[config.mk]
export PLATFORM = sky130hd
export DESIGN_NAME = pixel_stream_receiver
export DESIGN_NICKNAME = d
export VERILOG_FILES = /design/src/rtl/lightboard_link_pkg.sv /design/src/rtl/dibit_byte_assembler.sv /design/src/rtl/pixel_stream_receiver.sv
export SDC_FILE = /design/constraint.sdc
export NUM_CORES = 1
export LEC_CHECK = 0
export CORE_UTILIZATION = 43
export DETAILED_ROUTE_END_ITERATION = 12
export PLACE_DENSITY_LB_ADDON = 0.12
export SLEW_MARGIN = 20
export SYNTH_ARGS = -nofsm -noshare
export SYNTH_HDL_FRONTEND = slang
export SYNTH_SLANG_ARGS = --single-unit
[constraint.sdc]
create_clock -name clk -period 2.8 [get_ports clk]
set_input_delay 0.56 -clock clk [delete_from_list [all_inputs] [get_ports clk]]
set_output_delay 0.56 -clock clk [all_outputs]
set_load 0.02 [all_outputs]
[src/rtl/lightboard_link_pkg.sv]
`default_nettype none
// ============================================================================
//  Module   : lightboard_link_pkg
//  Brief    : Shared definitions for the FPGA1->FPGA2 dibit pixel link.
//  Revision : 1.0  initial release
// ============================================================================
package lightboard_link_pkg;

    typedef enum logic [1:0] {
        RxAddress = 2'd0,
        RxPixel   = 2'd1,
        RxTail    = 2'd2,
        RxDiscard = 2'd3
    } rx_state_t;

    localparam int ADDR_DIBITS               = 12;
    localparam int DIBITS_PER_BYTE           = 4;
    localparam int ADDR_BYTES                = ADDR_DIBITS / DIBITS_PER_BYTE;
    localparam int PIXEL_ADDR_W              = 17;
    localparam int DEFAULT_FRAME_PIXELS      = 76800;
    localparam int DEFAULT_PIXELS_PER_PACKET = 320;

    // Frame-buffer address step with wrap at the end of the frame.
    function automatic logic [PIXEL_ADDR_W-1:0] next_pixel_addr(
        input logic [PIXEL_ADDR_W-1:0] addr,
        input int                      frame_pixels
    );
        return (int'(addr) == frame_pixels - 1) ? '0 : addr + 1'b1;
    endfunction

endpackage
`default_nettype wire

[src/rtl/dibit_byte_assembler.sv]
`default_nettype none
// ============================================================================
//  Module   : dibit_byte_assembler
//  Brief    : Collects four LSB-first dibits into one byte.
//  Revision : 1.0  initial release
// ============================================================================
module dibit_byte_assembler
    import lightboard_link_pkg::*;
(
    input  logic       clk,
    input  logic       rst,
    input  logic       clear,
    input  logic       dibit_valid,
    input  logic [1:0] dibit,
    output logic [7:0] byte_out,
    output logic       byte_valid,
    output logic       partial
);

    logic [1:0] r_count;
    logic [5:0] r_low;

    always_ff @(posedge clk or posedge rst) begin
        if (rst) begin
            r_count <= '0;
            r_low   <= '0;
        end else if (clear) begin
            r_count <= '0;
        end else if (dibit_valid) begin
            case (r_count)
                2'd0:    r_low[1:0] <= dibit;
                2'd1:    r_low[3:2] <= dibit;
                2'd2:    r_low[5:4] <= dibit;
                default: ;
            endcase
            r_count <= r_count + 2'd1;
        end
    end

    // The fourth dibit is combined straight from the input so the byte is
    // usable in the same cycle it completes.
    assign byte_out   = {dibit, r_low};
    assign byte_valid = dibit_valid && !clear && (r_count == 2'(DIBITS_PER_BYTE - 1));
    assign partial    = (r_count != 2'd0);

endmodule
`default_nettype wire

[src/rtl/pixel_stream_receiver.sv]
`default_nettype none
// ============================================================================
//  Module   : pixel_stream_receiver
//  Brief    : Deserialises the dibit pixel link into frame-buffer writes.
//             Optional trailing-byte output enabled by AUDIO_CAPTURE_EN.
//  Revision : 1.0  initial release
// ============================================================================
module pixel_stream_receiver
    import lightboard_link_pkg::*;
#(
    parameter int PIXELS_PER_PACKET = DEFAULT_PIXELS_PER_PACKET,
    parameter int FRAME_PIXELS      = DEFAULT_FRAME_PIXELS
) (
    input  logic                    clk,
    input  logic                    rst,
    input  logic                    axiiv,
    input  logic [1:0]              axiid,
    output logic [PIXEL_ADDR_W-1:0] pixel_addr,
    output logic [7:0]              pixel_data,
    output logic                    pixel_valid,
    output logic                    packet_done,
    output logic                    err
`ifdef AUDIO_CAPTURE_EN
    ,
    output logic [7:0]              audio_data,
    output logic                    audio_valid
`endif
);

    localparam int c_PIX_CNT_W = (PIXELS_PER_PACKET > 1) ? $clog2(PIXELS_PER_PACKET) : 1;

    rx_state_t               r_state;
    logic                    r_armed;
    logic [15:0]             r_addr_hi;
    logic [1:0]              r_addr_idx;
    logic [PIXEL_ADDR_W-1:0] r_addr_cnt;
    logic [c_PIX_CNT_W-1:0]  r_pix_cnt;

    logic       w_take;
    logic [7:0] w_byte;
    logic       w_byte_valid;
    logic       w_partial;
    logic [23:0] w_addr_full;
    logic       w_addr_bad;

    // Nothing is accepted until the link has been seen idle after reset.
    assign w_take      = axiiv && r_armed;
    assign w_addr_full = {r_addr_hi, w_byte};
    assign w_addr_bad  = (|w_addr_full[23:17]) || (w_addr_full >= 24'(FRAME_PIXELS));

    dibit_byte_assembler u_assembler (
        .clk        (clk),
        .rst        (rst),
        .clear      (!w_take),
        .dibit_valid(w_take),
        .dibit      (axiid),
        .byte_out   (w_byte),
        .byte_valid (w_byte_valid),
        .partial    (w_partial)
    );

    always_ff @(posedge clk or posedge rst) begin
        if (rst) begin
            r_state     <= RxAddress;
            r_armed     <= 1'b0;
            r_addr_hi   <= '0;
            r_addr_idx  <= '0;
            r_addr_cnt  <= '0;
            r_pix_cnt   <= '0;
            pixel_addr  <= '0;
            pixel_data  <= '0;
            pixel_valid <= 1'b0;
            packet_done <= 1'b0;
            err         <= 1'b0;
`ifdef AUDIO_CAPTURE_EN
            audio_data  <= '0;
            audio_valid <= 1'b0;
`endif
        end else begin
            pixel_valid <= 1'b0;
            packet_done <= 1'b0;
            err         <= 1'b0;
`ifdef AUDIO_CAPTURE_EN
            audio_valid <= 1'b0;
`endif
            if (!axiiv) begin
                r_armed <= 1'b1;
            end

            if (!w_take) begin
                // End of packet (or not yet armed): flag an incomplete header
                // or pixel run, then return to waiting for an address.
                case (r_state)
                    RxAddress: err <= (r_addr_idx != 2'd0) || w_partial;
                    RxPixel:   err <= 1'b1;
                    default:   ;
                endcase
                r_state    <= RxAddress;
                r_addr_hi  <= '0;
                r_addr_idx <= '0;
                r_pix_cnt  <= '0;
            end else if (w_byte_valid) begin
                case (r_state)
                    RxAddress: begin
                        if (r_addr_idx == 2'(ADDR_BYTES - 1)) begin
                            r_addr_idx <= '0;
                            if (w_addr_bad) begin
                                err     <= 1'b1;
                                r_state <= RxDiscard;
                            end else begin
                                r_addr_cnt <= w_addr_full[PIXEL_ADDR_W-1:0];
                                r_pix_cnt  <= '0;
                                r_state    <= RxPixel;
                            end
                        end else begin
                            r_addr_hi  <= {r_addr_hi[7:0], w_byte};
                            r_addr_idx <= r_addr_idx + 2'd1;
                        end
                    end
                    RxPixel: begin
                        pixel_valid <= 1'b1;
                        pixel_addr  <= r_addr_cnt;
                        pixel_data  <= w_byte;
                        r_addr_cnt  <= next_pixel_addr(r_addr_cnt, FRAME_PIXELS);
                        if (r_pix_cnt == c_PIX_CNT_W'(PIXELS_PER_PACKET - 1)) begin
                            packet_done <= 1'b1;
                            r_pix_cnt   <= '0;
                            r_state     <= RxTail;
                        end else begin
                            r_pix_cnt <= r_pix_cnt + 1'b1;
                        end
                    end
                    RxTail: begin
`ifdef AUDIO_CAPTURE_EN
                        audio_valid <= 1'b1;
                        audio_data  <= w_byte;
`endif
                    end
                    default: ;
                endcase
            end
        end
    end

endmodule
`default_nettype wire
==> results of run 1 <==
cells by family (layout without fill, tap and decap cells):
kind of cell	count (synthesis)	after routing
AND/OR/NAND/NOR	158	158
AO/OA/AOI/OAI	101	101
flip-flops	83	83
buffers and inverters	31	71
multiplexers	24	24
adder cells (fa/ha/maj)	6	6
report_power, final:
group	internal (mW)	switching [mW]
Sequential	1.23	0.0542
Clock	0.338	0.474
Combinational	0.0584	0.0820
synth_stat cells (3+ instances only):
| library cell | instances |
|---|---|
| sky130_fd_sc_hd__nand4_1 | 5 |
| sky130_fd_sc_hd__clkbuf_1 | 12 |
| sky130_fd_sc_hd__nor2_1 | 23 |
| sky130_fd_sc_hd__a211o_1 | 3 |
| sky130_fd_sc_hd__a22oi_1 | 4 |
| sky130_fd_sc_hd__nand3_1 | 13 |
| sky130_fd_sc_hd__a21oi_1 | 38 |
| sky130_fd_sc_hd__inv_1 | 14 |
| sky130_fd_sc_hd__o22ai_1 | 6 |
| sky130_fd_sc_hd__and3_1 | 6 |
| sky130_fd_sc_hd__buf_2 | 5 |
| sky130_fd_sc_hd__nand2b_1 | 5 |
| sky130_fd_sc_hd__nor3_1 | 6 |
| sky130_fd_sc_hd__nor4_1 | 5 |
| sky130_fd_sc_hd__or3_1 | 3 |
| sky130_fd_sc_hd__and2_1 | 3 |
| sky130_fd_sc_hd__o31ai_1 | 5 |
| sky130_fd_sc_hd__ha_1 | 6 |
| sky130_fd_sc_hd__dfrtp_1 | 83 |
| sky130_fd_sc_hd__and4_1 | 4 |
| sky130_fd_sc_hd__nand2_1 | 72 |
| sky130_fd_sc_hd__mux2_2 | 24 |
| sky130_fd_sc_hd__o21ai_0 | 29 |
routing by layer:
layer	up-vias	wire [µm]	GRT usage
met5	-	0	0
met2	58	4050	0.305
met3	8	297	0.0302
li1	1508	-	-
met4	0	91	0.0679
met1	1540	4490	0.311
registers in the layout (all words and copies together), names as in the netlist:
signal,flops
pixel_addr,17
r_addr_cnt,17
r_addr_hi,16
r_pix_cnt,9
pixel_data,8
u_assembler.r_low,6
r_addr_idx,2
r_state,2
u_assembler.r_count,2
err,1
packet_done,1
pixel_valid,1
r_armed,1
worst max path at each step:
stage	from	endpoint	slack, ps	cells after the start
2_1_floorplan	rst	err$_DFF_PP0_	100	1
3_3_place_gp	axiiv	r_pix_cnt[3]$_DFFE_PP0P_	560	6
3_5_place_dp	axiiv	r_pix_cnt[3]$_DFFE_PP0P_	540	6
4_1_cts	r_addr_cnt[1]$_DFFE_PP0P_	r_addr_cnt[0]$_DFFE_PP0P_	800	7
5_1_grt	r_addr_cnt[1]$_DFFE_PP0P_	r_addr_cnt[0]$_DFFE_PP0P_	550	7
6_report	r_state[0]$_DFFE_PP0P_	r_addr_cnt[16]$_DFFE_PP0P_	790	5
per-stage QoR:
step	instances	instance area, µm²	hold WS, ps	power, mW
floorplan	403	3920	460	1.38
CTS	551	4560	491	2.26
finish	551	4560	485	2.24
global route	551	4560	511	2.34
detailed placement	535	4380	471	1.45
global placement	535	4380	462	1.45
final cells by class:
| cell class | count | area, µm² |
|---|---|---|
| clock buffer | 9 | 124 |
| timing repair buffer | 41 | 400 |
| fill | 816 | 4200 |
| multi-input combinational | 289 | 1720 |
| sequential | 83 | 2080 |
| inverter | 14 | 53.8 |
| clock inverter | 7 | 58.8 |
| tap | 108 | 135 |
critical path, cell delays in order (launching register included):
cell                       delay [ps]
sky130_fd_sc_hd__dfrtp_1          540
sky130_fd_sc_hd__nand2b_1         180
sky130_fd_sc_hd__buf_4            270
sky130_fd_sc_hd__nor4_1           600
sky130_fd_sc_hd__a22oi_1          160
sky130_fd_sc_hd__o22ai_1          170
==> flow_summary.toml, run 1 <==
[global_route]
grt_util_all_layers = 0.206
globalRouteOverflowTotal = 0
antenna_found_initial = 0
first_global_vias = 3017
grt_pass1_wl_um = 15400
grt_start_max_net_pins = 35

[synthesis]
post_synth_xor_area_fraction = 0
synth-seq-area-share = 0.531
synthMuxAreaShare = 0.0690
synth_cell_area_um2 = 3920
netlist.top_cell.by_area = "sky130_fd_sc_hd__dfrtp_1"
synth_top_flop_cell = "sky130_fd_sc_hd__dfrtp_1"
synth-edff-count = 0
synth_nets = 414
synth_simple_gate_area_frac = 0.197
post_synthesis_adder_cell_area_fraction = 0.0192
yosysWarningCount = 0
postSynthCellCount = 403
async_flop_share = 1.00
yosysUniqueCellTypes = 44
main_combinational_cell_family_by_area_after_synthesis = "simple AND/OR/NAND/NOR gates"
yosys.area.top_type_share = 0.531
synth.top_cells.by_area = "sky130_fd_sc_hd__dfrtp_1 (53%), sky130_fd_sc_hd__nand2_1 (6.9%), sky130_fd_sc_hd__mux2_2 (6.9%)"
synth_compound_area_frac = 0.153
postSynthAreaPerCell_um2 = 9.71
synth.ff_latch_count = 83

[die]
design.die.area_um2 = 9490
chipWidth_um = 97.4
die_y_um = 97.4
floorplan.rows = 34
placeable_area_um2 = 8760
floorplan.io_pins = 33
floorplan.initialDensity = 0.447

[sta]
clock_skew_ps = 13.0
period_share = 0.718
rsz0062_at_grt = "no"
max-slew-margin-rel = 0.586
fmax_ghz = 0.497
timing.setup.tns_ps = 0
timing_hold_violations_final = 0
period_needed_ps = 2010
layout_setup_ws_ps = 790
timing.final.setup_violations = 0
max_slew.worst_pin.slew_ps = 615
final_report_max_slew_violation_count = 0

[clock_tree]
clock_tree.htree_level_count = 3
cts_inserted_buffers = 9
clock_path_buffers = 2
cts_resized = 0
worst_skew_pair.late_latency_ps = 360
cts_tree = "done"
cts.reportedPaths.clkPinSlew_ps = 100
postCtsHoldBufs = 0
cts_root_buf = "sky130_fd_sc_hd__clkbuf_8"
clkSinkCount = 83
cts_setup_buffers = 0

[cells_and_area]
nets = 449
fin_util = 0.521
drive_above_1_share = 0.126
flow.area_growth_from_synthesis_pct = 16.6
antennaDiodeCount = 0
final_common_cell = "sky130_fd_sc_hd__dfrtp_1"
mostFrequentLayoutCells = "sky130_fd_sc_hd__dfrtp_1 (83), sky130_fd_sc_hd__nand2_1 (72), sky130_fd_sc_hd__a21oi_1 (38), sky130_fd_sc_hd__clkdlybuf4s50_1 (32), sky130_fd_sc_hd__o21ai_0 (29)"

[route]
via_per_inst = 5.65
aggregate_routed_wire_length_um = 8940
drc = 0
wire_per_inst_um = 16.2
via_count = 3114
drtPass1Iterations = 4
initial_drc_count = 218
ant_nets = 0

[placement]
worst_slack_placed_ps = 535
dp.final_hpwl_um = 6350
port_buffer_cells = 32
place.gp.congestion = 0.851

[critical_path]
critical_path_arrival_ps = 2290
rr_endpoint = "r_addr_cnt[16]$_DFFE_PP0P_"
worst_setup_path_start_kind = "register"
crit_required_ps = 3080
worstSetupEndpointType = "register"
worst-r2r-setup-slack_ps = 790
crit_type = "reg -> reg"
path_max_fanout = 31
reg2reg_depth = 5
regToRegStartpoint = "r_state[0]$_DFFE_PP0P_"

[pwr]
power.ir.vdd_worst_mv = 0.273
leak_nw = 1.97
power_density_over_cell_area_nw_per_um2 = 491

[hold_path]
worstHoldPathCells = 2
hold_path.startpoint = "pixel_addr[0]$_DFFE_PP0P_"
whs_endpoint = "pixel_addr[0]$_DFFE_PP0P_"
holdCritPathClass = "reg -> reg"

[status]
outcome = "finished, final reports clean"

[job]
max_cap_viol_count = 0
Power figures use the tool's default switching activity.
==> inputs of run 2 (changes only) <==
==> constraint.sdc (replaced) <==
create_clock -name clk -period 1.9 [get_ports clk]
set_input_delay 0.38 -clock clk [delete_from_list [all_inputs] [get_ports clk]]
set_output_delay 0.38 -clock clk [all_outputs]
set_load 0.02 [all_outputs]
==> run 2 against run 1 <==
Against the previous run: core utilization rose by 3.7 points; combinational power rose by 71%; global-route usage rose by 0.21 points; via count rose by 2.8%; hold slack got worse by 110 ps; clock-buffer cell count rose by 1; critical path depth rose by 1; register-to-register slack got worse by 730 ps; maximum frequency rose by 9.1%.
==> flow_summary.toml, run 2 (same netlist as run 1, synthesis figures left out) <==
[global_route]
grt_pass1_wl_um = 15700
antenna_found_initial = 0
first_global_vias = 3109
grt_start_max_net_pins = 37
globalRouteOverflowTotal = 0
grt_util_all_layers = 0.208

[clock_tree]
cts_inserted_buffers = 9
clock_path_buffers = 2
clock_tree.htree_level_count = 3
cts_root_buf = "sky130_fd_sc_hd__clkbuf_8"
postCtsHoldBufs = 0
cts.reportedPaths.clkPinSlew_ps = 100
worst_skew_pair.late_latency_ps = 350
clkSinkCount = 83
cts_tree = "done"

[sta]
timing_hold_violations_final = 0
timing.setup.tns_ps = 0
period_share = 0.970
final_report_max_slew_violation_count = 0
timing.final.setup_violations = 0
max-slew-margin-rel = 0.623
max_slew.worst_pin.slew_ps = 566
rsz0062_at_grt = "yes"
worst_slack_on_hold_paths_ps = 371
clock_skew_ps = 14.9
period_needed_ps = 1840
fmax_ghz = 0.542

[cells_and_area]
antennaDiodeCount = 0
final_common_cell = "sky130_fd_sc_hd__dfrtp_1"
final_non_filler_cell_total = 577
fin_util = 0.558
flow.area_growth_from_synthesis_pct = 24.9
nets = 475
mostFrequentLayoutCells = "sky130_fd_sc_hd__dfrtp_1 (83), sky130_fd_sc_hd__nand2_1 (72), sky130_fd_sc_hd__a21oi_1 (37), sky130_fd_sc_hd__clkdlybuf4s50_1 (32), sky130_fd_sc_hd__buf_4 (30)"
nFillCells = 813
drive_above_1_share = 0.183
largestRegisters = "pixel_addr (17), r_addr_cnt (17), r_addr_hi (16)"

[placement]
dp.final_hpwl_um = 6700
post-place-cells = 560
port_buffer_cells = 32
place.gp.congestion = 0.835

[route]
via_per_inst = 5.55
ant_nets = 0
wire_per_inst_um = 16.3
via_count = 3201
initial_drc_count = 186
drtPass1Iterations = 4
aggregate_routed_wire_length_um = 9380
drc = 0

[status]
outcome = "finished, final reports clean"

[critical_path]
worstSetupEndpointType = "register"
crit_type = "reg -> reg"
crit_required_ps = 2170
path_max_fanout = 26
critical_path_arrival_ps = 2110
worst_setup_path_start_kind = "register"

[die]
design.die.area_um2 = 9490
floorplan.rows = 34
die_y_um = 97.4
chipWidth_um = 97.4
placeable_area_um2 = 8760
floorplan.initialDensity = 0.447
floorplan.io_pins = 33

[hold_path]
holdCritPathClass = "in -> async"

[pwr]
power_density_over_cell_area_nw_per_um2 = 710
power.ir.vdd_worst_mv = 0.585
leak_nw = 2.16
report.power.total_mw = 3.47

[job]
max_cap_viol_count = 0
-- run 2: changes by cell type in the layout (fill, tap and decap cells not counted), moves of 2 or more --
cell                         delta
sky130_fd_sc_hd__buf_4         +22
sky130_fd_sc_hd__clkinvlp_4     +3
sky130_fd_sc_hd__nor4_1         -2
sky130_fd_sc_hd__buf_12         +4
sky130_fd_sc_hd__inv_6          -2
sky130_fd_sc_hd__clkinv_2       -2
-- run 2: what timing repair did --
action                                  CTS  global route
buffers inserted                          0             1
endpoints found under the setup margin   10            11
pin swaps                                 0             2
resized for setup                         2             5
-- run 2: metrics by stage --
stage,area [µm²],setup slack [ps]
after floorplan,3920,138
after global placement,4620,-37.8
after detailed placement,4620,-77.6
after CTS,4840,34.3
after global routing,4890,-12.1
final,4890,56.6
-- run 2: path summary, 6_finish.rpt --
check	startpoint	end	slack [ps]	cells past startpoint
worst min-delay path	rst	r_addr_cnt[8]$_DFFE_PP0P_	370	2
worst max-delay path	r_addr_hi[4]$_DFFE_PP0P_	r_addr_cnt[12]$_DFFE_PP0P_	60	6
max in group asynchronous	rst	r_state[1]$_DFFE_PP0P_	1000	3
worst min register to register	pixel_addr[7]$_DFFE_PP0P_	pixel_addr[7]$_DFFE_PP0P_	480	2
min in group clk	pixel_addr[7]$_DFFE_PP0P_	pixel_addr[7]$_DFFE_PP0P_	480	2
worst max register to register	r_addr_hi[4]$_DFFE_PP0P_	r_addr_cnt[12]$_DFFE_PP0P_	60	6
-- run 2: area by class of cell --
cell class | instances | area, µm² | area share
Clock inverter | 6 | 72.6 | 0.0148
Tap cell | 108 | 135 | 0.0276
Inverter | 14 | 56.3 | 0.0115
Multi-Input combinational cell | 289 | 1770 | 0.361
Timing Repair Buffer | 67 | 646 | 0.132
Sequential cell | 83 | 2080 | 0.425
Clock buffer | 10 | 138 | 0.0281
-- run 2: power by group --
part / switching, mW / internal [mW]
logic: 0.133 / 0.105
registers: 0.0751 / 1.82
clock network: 0.683 / 0.657
-- run 2: worst max-delay path, cell delays in order (launching register included) --
cell and delay (ps):
sky130_fd_sc_hd__dfrtp_1 400, sky130_fd_sc_hd__a211o_1 360, sky130_fd_sc_hd__o2111ai_4 260, sky130_fd_sc_hd__nand4_1 190, sky130_fd_sc_hd__buf_12 210, sky130_fd_sc_hd__a211o_1 220, sky130_fd_sc_hd__a21oi_1 130
-- run 2: layer usage --
layer | part of all wire | vias up | GRT usage
li1 | - | 1563 | -
met1 | 0.50 | 1551 | 0.304
met2 | 0.44 | 72 | 0.320
met3 | 0.044 | 15 | 0.0288
met4 | 0.017 | 0 | 0.0713
met5 | 0 | - | 0
